===== src/rtl/wb_pkg.sv =====
// wb_pkg: shared types and helpers for the register-file writeback path
package wb_pkg;
    localparam int XLEN = 32;
    localparam int REG_AW = 5;

    typedef struct packed {
        logic [REG_AW-1:0] rd;
        logic [XLEN-1:0]   data;
    } wb_entry_t;

    function automatic logic [XLEN-1:0] rd_mask(input logic [REG_AW-1:0] rd);
        return XLEN'(1) << rd;
    endfunction
endpackage


===== src/rtl/wb_fifo.sv =====
// wb_fifo: synchronous FIFO of writeback entries, power-of-two depth
module wb_fifo
    import wb_pkg::*;
#(
    parameter int DEPTH = 4
) (
    input  logic                   clk,
    input  logic                   rst,
    input  logic                   push,
    input  logic                   pop,
    input  wb_entry_t              din,
    output wb_entry_t              dout,
    output logic [$clog2(DEPTH):0] count,
    output logic                   full,
    output logic                   empty
);
    localparam int AW = $clog2(DEPTH);

    wb_entry_t      mem_q [DEPTH];
    wb_entry_t      mem_d [DEPTH];
    logic [AW-1:0]  wptr_q, wptr_d, rptr_q, rptr_d;
    logic [AW:0]    count_q, count_d;
    logic           do_push, do_pop;

    assign full  = count_q == (AW+1)'(DEPTH);
    assign empty = count_q == '0;
    assign dout  = mem_q[rptr_q];
    assign count = count_q;

    // pointers wrap modulo DEPTH through natural overflow
    always_comb begin
        do_push = push && !full;
        do_pop  = pop && !empty;
        mem_d   = mem_q;
        if (do_push) mem_d[wptr_q] = din;
        wptr_d  = wptr_q + AW'(do_push);
        rptr_d  = rptr_q + AW'(do_pop);
        count_d = count_q + (AW+1)'(do_push) - (AW+1)'(do_pop);
    end

    always_ff @(posedge clk) begin
        if (rst) begin
            wptr_q  <= '0;
            rptr_q  <= '0;
            count_q <= '0;
        end else begin
            wptr_q  <= wptr_d;
            rptr_q  <= rptr_d;
            count_q <= count_d;
        end
    end

    always_ff @(posedge clk) begin
        mem_q <= mem_d;
    end
endmodule


===== src/rtl/regfile_writeback.sv =====
// regfile_writeback: merges ALU results and queued load returns onto the
// register-file write port and tracks registers with outstanding loads
module regfile_writeback
    import wb_pkg::*;
#(
    parameter int DEPTH    = 4,
    parameter int MAX_WAIT = 8
) (
    input  logic                   CLK,
    input  logic                   RST,
    input  logic                   alu_we,
    input  logic [REG_AW-1:0]      alu_rd,
    input  logic [XLEN-1:0]        alu_wdata,
    output logic                   alu_stall,
    input  logic                   ld_issue,
    input  logic [REG_AW-1:0]      ld_issue_rd,
    input  logic                   ld_valid,
    input  logic [REG_AW-1:0]      ld_rd,
    input  logic [XLEN-1:0]        ld_data,
    output logic                   ld_ready,
    output logic [XLEN-1:0]        busy_mask,
    output logic [$clog2(DEPTH):0] fifo_count,
    output logic                   RegWrite,
    output logic [REG_AW-1:0]      Wreg,
    output logic [XLEN-1:0]        Wdata
);
    localparam int SW = $clog2(MAX_WAIT + 1);
    localparam logic [SW-1:0] WAIT_MAX = SW'(MAX_WAIT);

    wb_entry_t         head, push_entry;
    logic              full, empty, push, pop, alu_req, force_pop;
    logic [SW-1:0]     starve_q, starve_d;
    logic [XLEN-1:0]   busy_q, busy_d;
    logic              regwrite_q, regwrite_d;
    logic [REG_AW-1:0] wreg_q, wreg_d;
    logic [XLEN-1:0]   wdata_q, wdata_d;

    assign push_entry = {ld_rd, ld_data};

    wb_fifo #(.DEPTH(DEPTH)) u_fifo (
        .clk   (CLK),
        .rst   (RST),
        .push  (push),
        .pop   (pop),
        .din   (push_entry),
        .dout  (head),
        .count (fifo_count),
        .full  (full),
        .empty (empty)
    );

    // a starved load preempts the ALU; otherwise the ALU has priority
    always_comb begin
        alu_req    = alu_we && alu_rd != '0;
        force_pop  = !empty && starve_q == WAIT_MAX;
        pop        = !RST && !empty && (force_pop || !alu_req);
        ld_ready   = !RST && !full;
        alu_stall  = !RST && force_pop;
        push       = ld_valid && ld_ready && ld_rd != '0;
        starve_d   = (empty || pop) ? '0 : (starve_q == WAIT_MAX ? starve_q : starve_q + 1'b1);
        regwrite_d = pop || alu_req;
        wreg_d     = regwrite_d ? (pop ? head.rd : alu_rd) : wreg_q;
        wdata_d    = regwrite_d ? (pop ? head.data : alu_wdata) : wdata_q;
        busy_d     = (busy_q & ~(pop ? rd_mask(head.rd) : '0))
                   | ((ld_issue && ld_issue_rd != '0) ? rd_mask(ld_issue_rd) : '0);
    end

    always_ff @(posedge CLK) begin
        if (RST) begin
            starve_q   <= '0;
            busy_q     <= '0;
            regwrite_q <= 1'b0;
            wreg_q     <= '0;
            wdata_q    <= '0;
        end else begin
            starve_q   <= starve_d;
            busy_q     <= busy_d;
            regwrite_q <= regwrite_d;
            wreg_q     <= wreg_d;
            wdata_q    <= wdata_d;
        end
    end

    // re-issuing a register whose load is being written this cycle is legal
    always_ff @(posedge CLK) begin
        if (!RST) begin
            assert (!(ld_issue && ld_issue_rd != '0 && busy_q[ld_issue_rd]
                      && !(pop && head.rd == ld_issue_rd)));
            assert (!(ld_valid && ld_rd != '0 && !busy_q[ld_rd]));
            assert (!(ld_valid && !ld_ready));
        end
    end

    assign RegWrite  = regwrite_q;
    assign Wreg      = wreg_q;
    assign Wdata     = wdata_q;
    assign busy_mask = busy_q;
endmodule


===== config.mk =====
export PLATFORM = sky130hd
export DESIGN_NAME = regfile_writeback
export DESIGN_NICKNAME = d
export VERILOG_FILES = /design/src/rtl/wb_pkg.sv /design/src/rtl/wb_fifo.sv /design/src/rtl/regfile_writeback.sv
export SDC_FILE = /design/constraint.sdc
export NUM_CORES = 1
export LEC_CHECK = 0
export ABC_AREA = 1
export CAP_MARGIN = 20
export CORE_MARGIN = 2
export CORE_UTILIZATION = 53
export CTS_CLUSTER_DIAMETER = 120
export DETAILED_ROUTE_END_ITERATION = 16
export PLACE_DENSITY_LB_ADDON = 0.08
export SYNTH_ARGS = -nofsm -noshare
export SYNTH_HDL_FRONTEND = slang
export SYNTH_SLANG_ARGS = --single-unit
export TNS_END_PERCENT = 10

===== constraint.sdc =====
create_clock -name CLK -period 4.2 [get_ports CLK]
set_input_delay 0.84 -clock CLK [delete_from_list [all_inputs] [get_ports CLK]]
set_output_delay 0.84 -clock CLK [all_outputs]
set_load 0.005 [all_outputs]

# Word-level counts from Yosys, hierarchy flattened
# Index checks and enable logic that the tools add are counted.
# W data, S select, Z words.
[totals]
register_bits = 229
latchBits = 0
ram_bits = 0
romBits = 0
word_cells = 67
mem_count = 0
[classes]
n_addsub = 5
mul = 0
div_mod_pow = 0
magnitude_cmp = 3
n_eq_ne = 2
n_shift = 2
mux = 10
bitwise = 5
n_reduce_logical = 24
[op_table]
columns = ["op", "count"]
rows = [
  ["$bwmux W148", 1],
  ["$mux W37", 3],
  ["$mux W32", 3],
  ["$bmux W37 S2", 1],
  ["$demux W37 S2", 1],
  ["$shl A1 B5 Y32 const A", 2],
  ["$and A32 B32 Y32", 1],
  ["$not A32 Y32", 1],
  ["$or A32 B32 Y32", 1],
  ["$reduce_bool A5 Y1", 3],
  ["$logic_and A1 B1 Y1", 12],
  ["$ge A3 B3 Y1 const B", 2],
  ["$not A2 Y3", 2],
  ["$mux W5", 1],
  ["$add A2 B1 Y2", 2],
  ["$add A4 B1 Y4 const B", 1],
  ["$eq A4 B4 Y1 const B", 1],
  ["$logic_not A1 Y1", 4],
  ["$add A3 B1 Y3", 1],
  ["$eq A3 B3 Y1 const B", 1],
  ["$logic_not A3 Y1", 1],
  ["$logic_or A1 B1 Y1", 3],
  ["$lt A3 B1 Y1 const B", 1],
  ["$sub A3 B1 Y3", 1],
  ["$reduce_or A2 Y1", 1],
]

# Logic depth before layout (Yosys ltp)
# Gate-level depths: netlist of the first run.
[depth]
ltp_word = 9
ltp_mapped = 15
depth_no_buf = 14

# By module
# Synthesis of the first run repeated with hierarchy kept, for this count alone.
[hier_totals]
cells_unflattened = 1003
area_unflattened_um2 = 9798.1
[modules_own_cells]
columns = ["module", "n_inst", "cells_per_inst", "area_each_um2", "seq_area_each_um2"]
rows = [
  ["wb_fifo", 1, 409, 5868.1, 4584.4],
  ["regfile_writeback", 1, 594, 3930.0, 1481.4],
]

# Worst setup path before layout of the first run
# OpenSTA, ideal clock, no wires.
[synth_timing]
path_type = "in2reg"
startpoint = "input port RST"
endpoint = "register u_fifo.mem_q[0] (netlist bit) (enable)"
setup_time_ps = 431
t_arrival_ps = 3180
required_ps = 3769
setup_slack_ps = 589
cell_stages = 6
cell_sequence = "buf_4 > a31oi_1 > nand2_1 > a21oi_1 > nand2_1 > nor2_1"
[synth_via]
elab_chain_cells = 5
[synth_lines]
columns = ["element", "line_no", "text"]
rows = [
  ["start: declaration", "regfile_writeback.sv:10", "input logic RST,"],
  ["$logic_not A1 Y1", "n/a", ""],
  ["$logic_and A1 B1 Y1", "regfile_writeback.sv:57", "ld_ready = !RST && !full;"],
  ["via ld_ready", "regfile_writeback.sv:20", "output logic ld_ready,"],
  ["$logic_and A1 B1 Y1 (2 in a row)", "regfile_writeback.sv:59", "push = ld_valid && ld_ready && ld_rd != '0;"],
  ["$logic_and A1 B1 Y1", "wb_fifo.sv:32", "do_push = push && !full;"],
  ["end signal: assignment", "wb_fifo.sv:54", "mem_q <= mem_d;"],
  ["end: declaration", "wb_fifo.sv:19", "wb_entry_t mem_q [DEPTH];"],
]
# The timed path passes the listed nets, and every way through them passes these cells.
# A chain may end at the register's enable or synchronous reset.

# Worst setup path after layout of the first run
[layout_timing]
startpoint = "register starve_q[0]"
endpoint = "output port alu_stall"
[layout_via]
elab_chain_cells = 3
[layout_lines]
columns = ["element", "line_no", "text"]
rows = [
  ["start: declaration", "regfile_writeback.sv:32", "logic [SW-1:0] starve_q, starve_d;"],
  ["start signal: assignment", "regfile_writeback.sv:76", "starve_q <= starve_d;"],
  ["$eq A4 B4 Y1", "regfile_writeback.sv:55", "force_pop = !empty && starve_q == WAIT_MAX;"],
  ["$logic_and A1 B1 Y1", "regfile_writeback.sv:55", ""],
  ["$logic_and A1 B1 Y1", "regfile_writeback.sv:58", "alu_stall = !RST && force_pop;"],
  ["end: declaration", "regfile_writeback.sv:14", "output logic alu_stall,"],
]
# No other way between the ends.

==> qor.csv, run 1 <==
stage;metric;value;unit
yosys;synthesized instance count;962;
place;Placer Congestion;0.816;
yosys;Async SR Flop Fraction;0;%
sta;Worst slew margin;43.1;%
yosys;Synth Net Count;1051;
finish;filler cell count;1394;
sta;Slew Limit Fails;0;
global_route;initial antenna violation count;0;
finish;most frequent cells in the layout;nand2_1, clkdlybuf4s50_1, edfxtp_1;
pwr;sequential power share;45.5;%
routing;Final ANT Viol Nets;0;
floorplanning;die footprint;18900;um2
sta;endpoints failing hold;0;
floorplanning;io pins;159;
place;Final HPWL DP;13700;um
setup_path;FF-to-FF End;u_fifo.count[2];
yosys;Cell variety after synth;39;
finish;Area Overhead vs Synth;26.9;%
global_route;Tot GR Track Use;23.6;%
pwr;peak supply drop;0.336;mV
sta;Worst-Margin Slew;0.854;ns
finish;# diodes;0;
yosys;XOR/XNOR share of the synthesized area;0.371;%
yosys;ys flop type;edfxtp_1;
finish;multi-input logic area;2900;um2
worst_hold_path;worst hold path class;flop to flop;
floorplanning;Initial Utilization;54.4;%
clock_network;CTS buffer count;24;
yosys;share of the synthesized area in the top cell type;47.0;%
yosys;complex-gate fraction of the synthesized area;11.1;%
clock_network;post_cts resized;0;
sta;RSZ-0062 raised after global routing;no;
global_route;vias in the first global route;6842;
yosys;number of synthesized register bits;229;
routing;Remaining DRCs;0;
sta;minimum clock period;2.91;ns
setup_path;kind of critical path;flop to output pin;
setup_path;Critical Path End Type;output pin;
sta;Layout Skew;0.0141;ns
sta;setup TNS;0;ns
finish;commonest non-fill, non-tap cell in the layout;nand2_1;
setup_path;critical path peak fanout;5;
pwr;power share of the combinational group;18.6;%
yosys;largest family of logic cells by synthesized area;simple AND/OR/NAND/NOR gates;
floorplanning;FP Rows;48;
finish;Storage cell area;6070;um2
yosys;EDFF count, synth;148;
setup_path;critical path arrival;2.07;ns
setup_path;r2r setup slk;1.41;ns
setup_path;reg2reg path depth;14;
global_route;first-pass GRT wire length;34600;um
finish;ratio of cells with drive above 1 in the final layout;6.67;%
global_route;GR Util met1;32.0;%
yosys;Synth Area per Inst;9.82;um2
clock_network;CTS tree;built;
place;PortBufs;158;
setup_path;crit path capture;alu_stall;
global_route;met2 usage;40.0;%
pwr;Psw;0.00155;W
clock_network;CTS Sinks;229;
global_route;M3 GR Usage;3.94;%
routing;final wirelength;22200;um
pwr;part of the power in the clock network;35.9;%
yosys;largest cells by area after synthesis;edfxtp_1, dfxtp_1, nand2_1, nor2_1, o21ai_0;
run;Max Cap Violations;0;
clock_network;Clock Root Buffer;clkbuf_16;
setup_path;CP required;3.36;ns
finish;fin area;12000;um2
clock_network;worst-skew pair later-pin latency;0.51;ns
setup_path;crit start category;flop;
floorplanning;Core ar.;17400;um2
clock_network;clk slew on worst S/H paths;0.06;ns
floorplanning;Die Wd;138;um
pwr;Int Pwr;0.00421;W
setup_path;beginning of the critical path;starve_q[0];
setup_path;reg2reg start;starve_q[0];
clock_network;Max clock buf depth;3;
pwr;switching part of the total;26.9;%
routing;routed via count;7178;
routing;routed len/inst;16.4;um
pwr;Power Dens Cells;481;nW/um2
pwr;Leakage Power;4.42;nW
finish;fin cells;1350;
routing;drt via density;5.32;
floorplanning;die height;138;um
clock_network;CTS Hold Buffers Added;0;
yosys;Post-Synth Adder-Cell Area;0.742;%
yosys;Synth Warn #;0;
global_route;gr ovfl total;0;
routing;Initial DRT Pass Iterations;7;
clock_network;H-tree levels;1;
global_route;largest net degree at the start of global routing;79;
yosys;post-synthesis sequential area ratio;64.2;%
sta;# setup viols final;0;
sta;fin crit share;69.3;%
yosys;synthesized cell area;9450;um2
place;Placed Cells;1306;
sta;Max Clk Rate;343;MHz
routing;Iter 0 DRT Violations;551;
yosys;simple-gate share of the synthesized area;18.2;%
place;dpl cell area;11200;um2
status;status;complete, no violations;
clock_network;# Post-CTS Setup Buffers;0;
global_route;busiest grt layer;met2;
yosys;leading area contributor after synthesis;edfxtp_1;
yosys;post-synthesis mux area share;0;%
finish;Final #Nets;1196;
## power groups by stage
| stage | combinational [W] | clock (W) | sequential (W) |
|---|---|---|---|
| global route | 0.00120 | 0.00219 | 0.00264 |
| finish | 0.00107 | 0.00207 | 0.00262 |
| detailed placement | 0.00107 | 0 | 0.00267 |
| global placement | 0.00106 | 0 | 0.00267 |
| CTS | 0.00108 | 0.00210 | 0.00262 |
| floorplan | 0.000650 | 0 | 0.00266 |
## metal layers
metal | up-vias | wire length [um]
li1 | 3527 | -
met2 | 218 | 10600
met1 | 3405 | 9840
met4 | 0 | 308
met5 | - | 0
met3 | 28 | 1400
## worst min-delay path by stage
stage	from	end	slack, ns	cells after the start
after floorplan	busy_mask[0]	busy_mask[0]	0.44	2
after detailed placement	Wdata[11]	Wdata[11]	0.45	2
after global placement	Wdata[28]	Wdata[28]	0.44	2
final	Wdata[25]	Wdata[25]	0.45	2
after global routing	Wdata[31]	Wdata[31]	0.48	2
after CTS	Wdata[27]	Wdata[27]	0.46	2
## synthesized netlist by cell type, types with 3 or more instances
library cell and instances:
a21oi_1 48, buf_2 12, buf_4 10, clkbuf_1 22, dfxtp_1 81, edfxtp_1 148
ha_1 4, inv_1 59, inv_2 5, nand2_1 233, nand3_1 34, nor2_1 126
nor3_1 5, nor4_1 3, o21ai_0 86, o21ai_1 25, o22a_1 4, o22ai_1 28
## registers in the layout, summed over array words and instances, names as in the netlist
signal / cells
RegWrite: 1
Wdata: 32
Wreg: 5
busy_mask: 32
starve_q: 4
u_fifo.count: 3
u_fifo.mem_q: 148
u_fifo.rptr_q: 2
u_fifo.wptr_q: 2
## critical path, cell delays in order, from the launching register on
cell and delay [ns]:
dfxtp_1 0.34, inv_1 0.09, ha_1 0.14, nand2_1 0.08
nor2_4 0.14, nand2_1 0.14, nor2_1 0.12, clkdlybuf4s50_1 0.51
## cell families after synthesis
family,Yosys count
adders and majority gates,5
AOI/OAI and AO/OA,195
DFF,229
buffers and inverters,115
xor gates and xnor gates,4
and+or+nand+nor,414
## metrics by stage
| stage | setup WS (ns) | power (W) | util [%] | hold WS [ns] |
|---|---|---|---|---|
| floorplan | 0.589 | 0.00331 | - | 0.438 |
| global placement | 0.859 | 0.00372 | 64.5 | 0.443 |
| detailed placement | 0.777 | 0.00374 | 64.5 | 0.447 |
| CTS | 1.28 | 0.00580 | 69.1 | 0.457 |
| global route | 1.14 | 0.00602 | 69.1 | 0.477 |
| finish | 1.29 | 0.00576 | 69.1 | 0.452 |
## cell type report
| class | instances | share of cell area [%] |
|---|---|---|
| sequential | 229 | 50.6 |
| multi-input combinational | 618 | 24.2 |
| timing repair buffer | 169 | 14.3 |
| clock buffer | 35 | 5.95 |
| tap | 225 | 2.35 |
| inverter | 65 | 2.03 |
| clock inverter | 9 | 0.626 |
Power figures use the tool's default switching activity.
==> run 2: changes to the inputs <==
--- a/config.mk
+++ b/config.mk
@@ -8,7 +8,7 @@
 export ABC_AREA = 1
 export CAP_MARGIN = 20
 export CORE_MARGIN = 2
-export CORE_UTILIZATION = 53
+export CORE_UTILIZATION = 48
 export CTS_CLUSTER_DIAMETER = 120
 export DETAILED_ROUTE_END_ITERATION = 16
 export PLACE_DENSITY_LB_ADDON = 0.08
==> constraint.sdc (replaced) <==
create_clock -name CLK -period 2.5 [get_ports CLK]
set_input_delay 0.5 -clock CLK [delete_from_list [all_inputs] [get_ports CLK]]
set_output_delay 0.5 -clock CLK [all_outputs]
set_load 0.005 [all_outputs]
==> qor.csv, run 2 (synthesis results as in run 1) <==
stage;metric;value;unit
run;Max Cap Violations;0;
clock_network;Clock Root Buffer;clkbuf_16;
routing;Final ANT Viol Nets;0;
sta;Max Clk Rate;417;MHz
clock_network;clk slew on worst S/H paths;0.05;ns
floorplanning;Die Wd;144;um
sta;Worst slew margin;65.0;%
setup_path;kind of critical path;input port to output pin;
pwr;peak supply drop;0.613;mV
finish;# diodes;0;
sta;Slew Limit Fails;0;
finish;most frequent cells in the layout;nand2_1, clkdlybuf4s50_1, edfxtp_1;
setup_path;crit start category;input port;
setup_path;critical path peak fanout;3;
global_route;GR Util met1;31.6;%
routing;drt via density;5.09;
global_route;met2 usage;36.9;%
floorplanning;io pins;159;
routing;Initial DRT Pass Iterations;5;
finish;Biggest register;u_fifo.mem_q;
sta;worst setup margin;0.103;ns
sta;endpoints failing hold;0;
pwr;Psw;0.00270;W
finish;max reg flops;148;
setup_path;critical path arrival;1.90;ns
pwr;switching part of the total;27.4;%
clock_network;CTS tree;built;
global_route;gr ovfl total;0;
clock_network;CTS Sinks;229;
sta;Worst-Margin Slew;0.525;ns
place;Final HPWL DP;14900;um
place;pre-CTS WS;-0.0891;ns
sta;minimum clock period;2.40;ns
setup_path;crit path capture;ld_ready;
global_route;largest net degree at the start of global routing;35;
routing;routed via count;7224;
setup_path;beginning of the critical path;RST;
floorplanning;Initial Utilization;48.7;%
floorplanning;FP Rows;51;
setup_path;Critical Path End Type;output pin;
floorplanning;die footprint;20800;um2
status;status;complete, no violations;
global_route;vias in the first global route;6872;
routing;Remaining DRCs;0;
finish;commonest non-fill, non-tap cell in the layout;nand2_1;
sta;fin crit share;95.9;%
routing;final wirelength;23000;um
pwr;Power Dens Cells;801;nW/um2
sta;Layout Skew;0.0135;ns
global_route;M3 GR Usage;3.34;%
sta;RSZ-0062 raised after global routing;no;
finish;filler cell count;1659;
sta;# setup viols final;0;
global_route;Tot GR Track Use;22.4;%
finish;Final Util;63.6;%
pwr;Int Pwr;0.00717;W
routing;Iter 0 DRT Violations;493;
routing;routed len/inst;16.2;um
finish;Area Overhead vs Synth;30.6;%
clock_network;CTS buffer count;25;
global_route;initial antenna violation count;0;
floorplanning;die height;144;um
worst_hold_path;worst hold path class;flop to flop;
clock_network;worst-skew pair later-pin latency;0.53;ns
setup_path;reg2reg start;starve_q[0];
sta;setup TNS;0;ns
setup_path;CP required;2.00;ns
floorplanning;Core ar.;19400;um2
place;Placer Congestion;0.819;
pwr;part of the power in the clock network;36.0;%
setup_path;FF-to-FF End;u_fifo.count[2];
clock_network;H-tree levels;1;
setup_path;reg2reg path depth;14;
pwr;Leakage Power;4.58;nW
global_route;busiest grt layer;met2;
finish;Final #Nets;1225;
setup_path;r2r setup slk;0.22;ns
place;PortBufs;158;
global_route;first-pass GRT wire length;36200;um
pwr;power share of the combinational group;19.2;%
pwr;sequential power share;44.7;%
clock_network;Max clock buf depth;3;
finish;ratio of cells with drive above 1 in the final layout;8.83;%
[run 2: power by group through the flow]
| stage | Sequential [W] | Clock [W] | Combinational [W] |
|---|---|---|---|
| after floorplan | 0.00447 | 0 | 0.00110 |
| final | 0.00442 | 0.00356 | 0.00190 |
| after detailed placement | 0.00449 | 0 | 0.00191 |
| after global placement | 0.00449 | 0 | 0.00189 |
| after global routing | 0.00445 | 0.00378 | 0.00212 |
| after CTS | 0.00442 | 0.00363 | 0.00193 |
[run 2: final cells by class]
| class | instances | area, um2 | area share (%) |
|---|---|---|---|
| inverters | 65 | 244 | 1.98 |
| repair buffers | 197 | 2000 | 16.2 |
| flip-flops and latches | 229 | 6070 | 49.2 |
| clock buffers | 34 | 669 | 5.43 |
| multi-input cells | 618 | 2900 | 23.5 |
| clock inverters | 12 | 118 | 0.954 |
| well taps | 265 | 332 | 2.69 |
[run 2: worst min-delay path by stage]
stage | start | end | slack, ns | depth (start not counted)
global placement | Wdata[6] | Wdata[6] | 0.44 | 2
CTS | Wdata[27] | Wdata[27] | 0.46 | 2
finish | Wdata[27] | Wdata[27] | 0.45 | 2
global route | busy_mask[26] | busy_mask[26] | 0.47 | 2
detailed placement | Wdata[27] | Wdata[27] | 0.45 | 2
floorplan | busy_mask[0] | busy_mask[0] | 0.44 | 2
[run 2: stage by stage]
step	cell area (um2)	hold slack, ns	instances	total power [W]
CTS	12300	0.456	1420	0.00998
global route	12300	0.473	1420	0.0104
global placement	11500	0.441	1373	0.00639
floorplan	9460	0.438	962	0.00556
detailed placement	11500	0.447	1373	0.00640
finish	12300	0.453	1420	0.00987
[run 2: worst max-delay path: stages]
cell             delay [ns]
clkdlybuf4s50_1        0.50
a31oi_1                0.24
buf_4                  0.14
clkdlybuf4s50_1        0.51
[run 2: timing repair]
item,in CTS,in global routing
setup endpoints to repair,1,1
gates resized for setup,3,1
hold buffers,0,0
buffers inserted,1,0
pin swaps,1,0
[run 2: routing by layer]
metal  routed length [um]  share of wire [%]  up-vias
met1                10300                 45     3393
met3                 1400                6.1       30
li1                     -                  -     3589
met5                    0                  0        -
met4                  367                1.6        0
met2                10900                 48      212
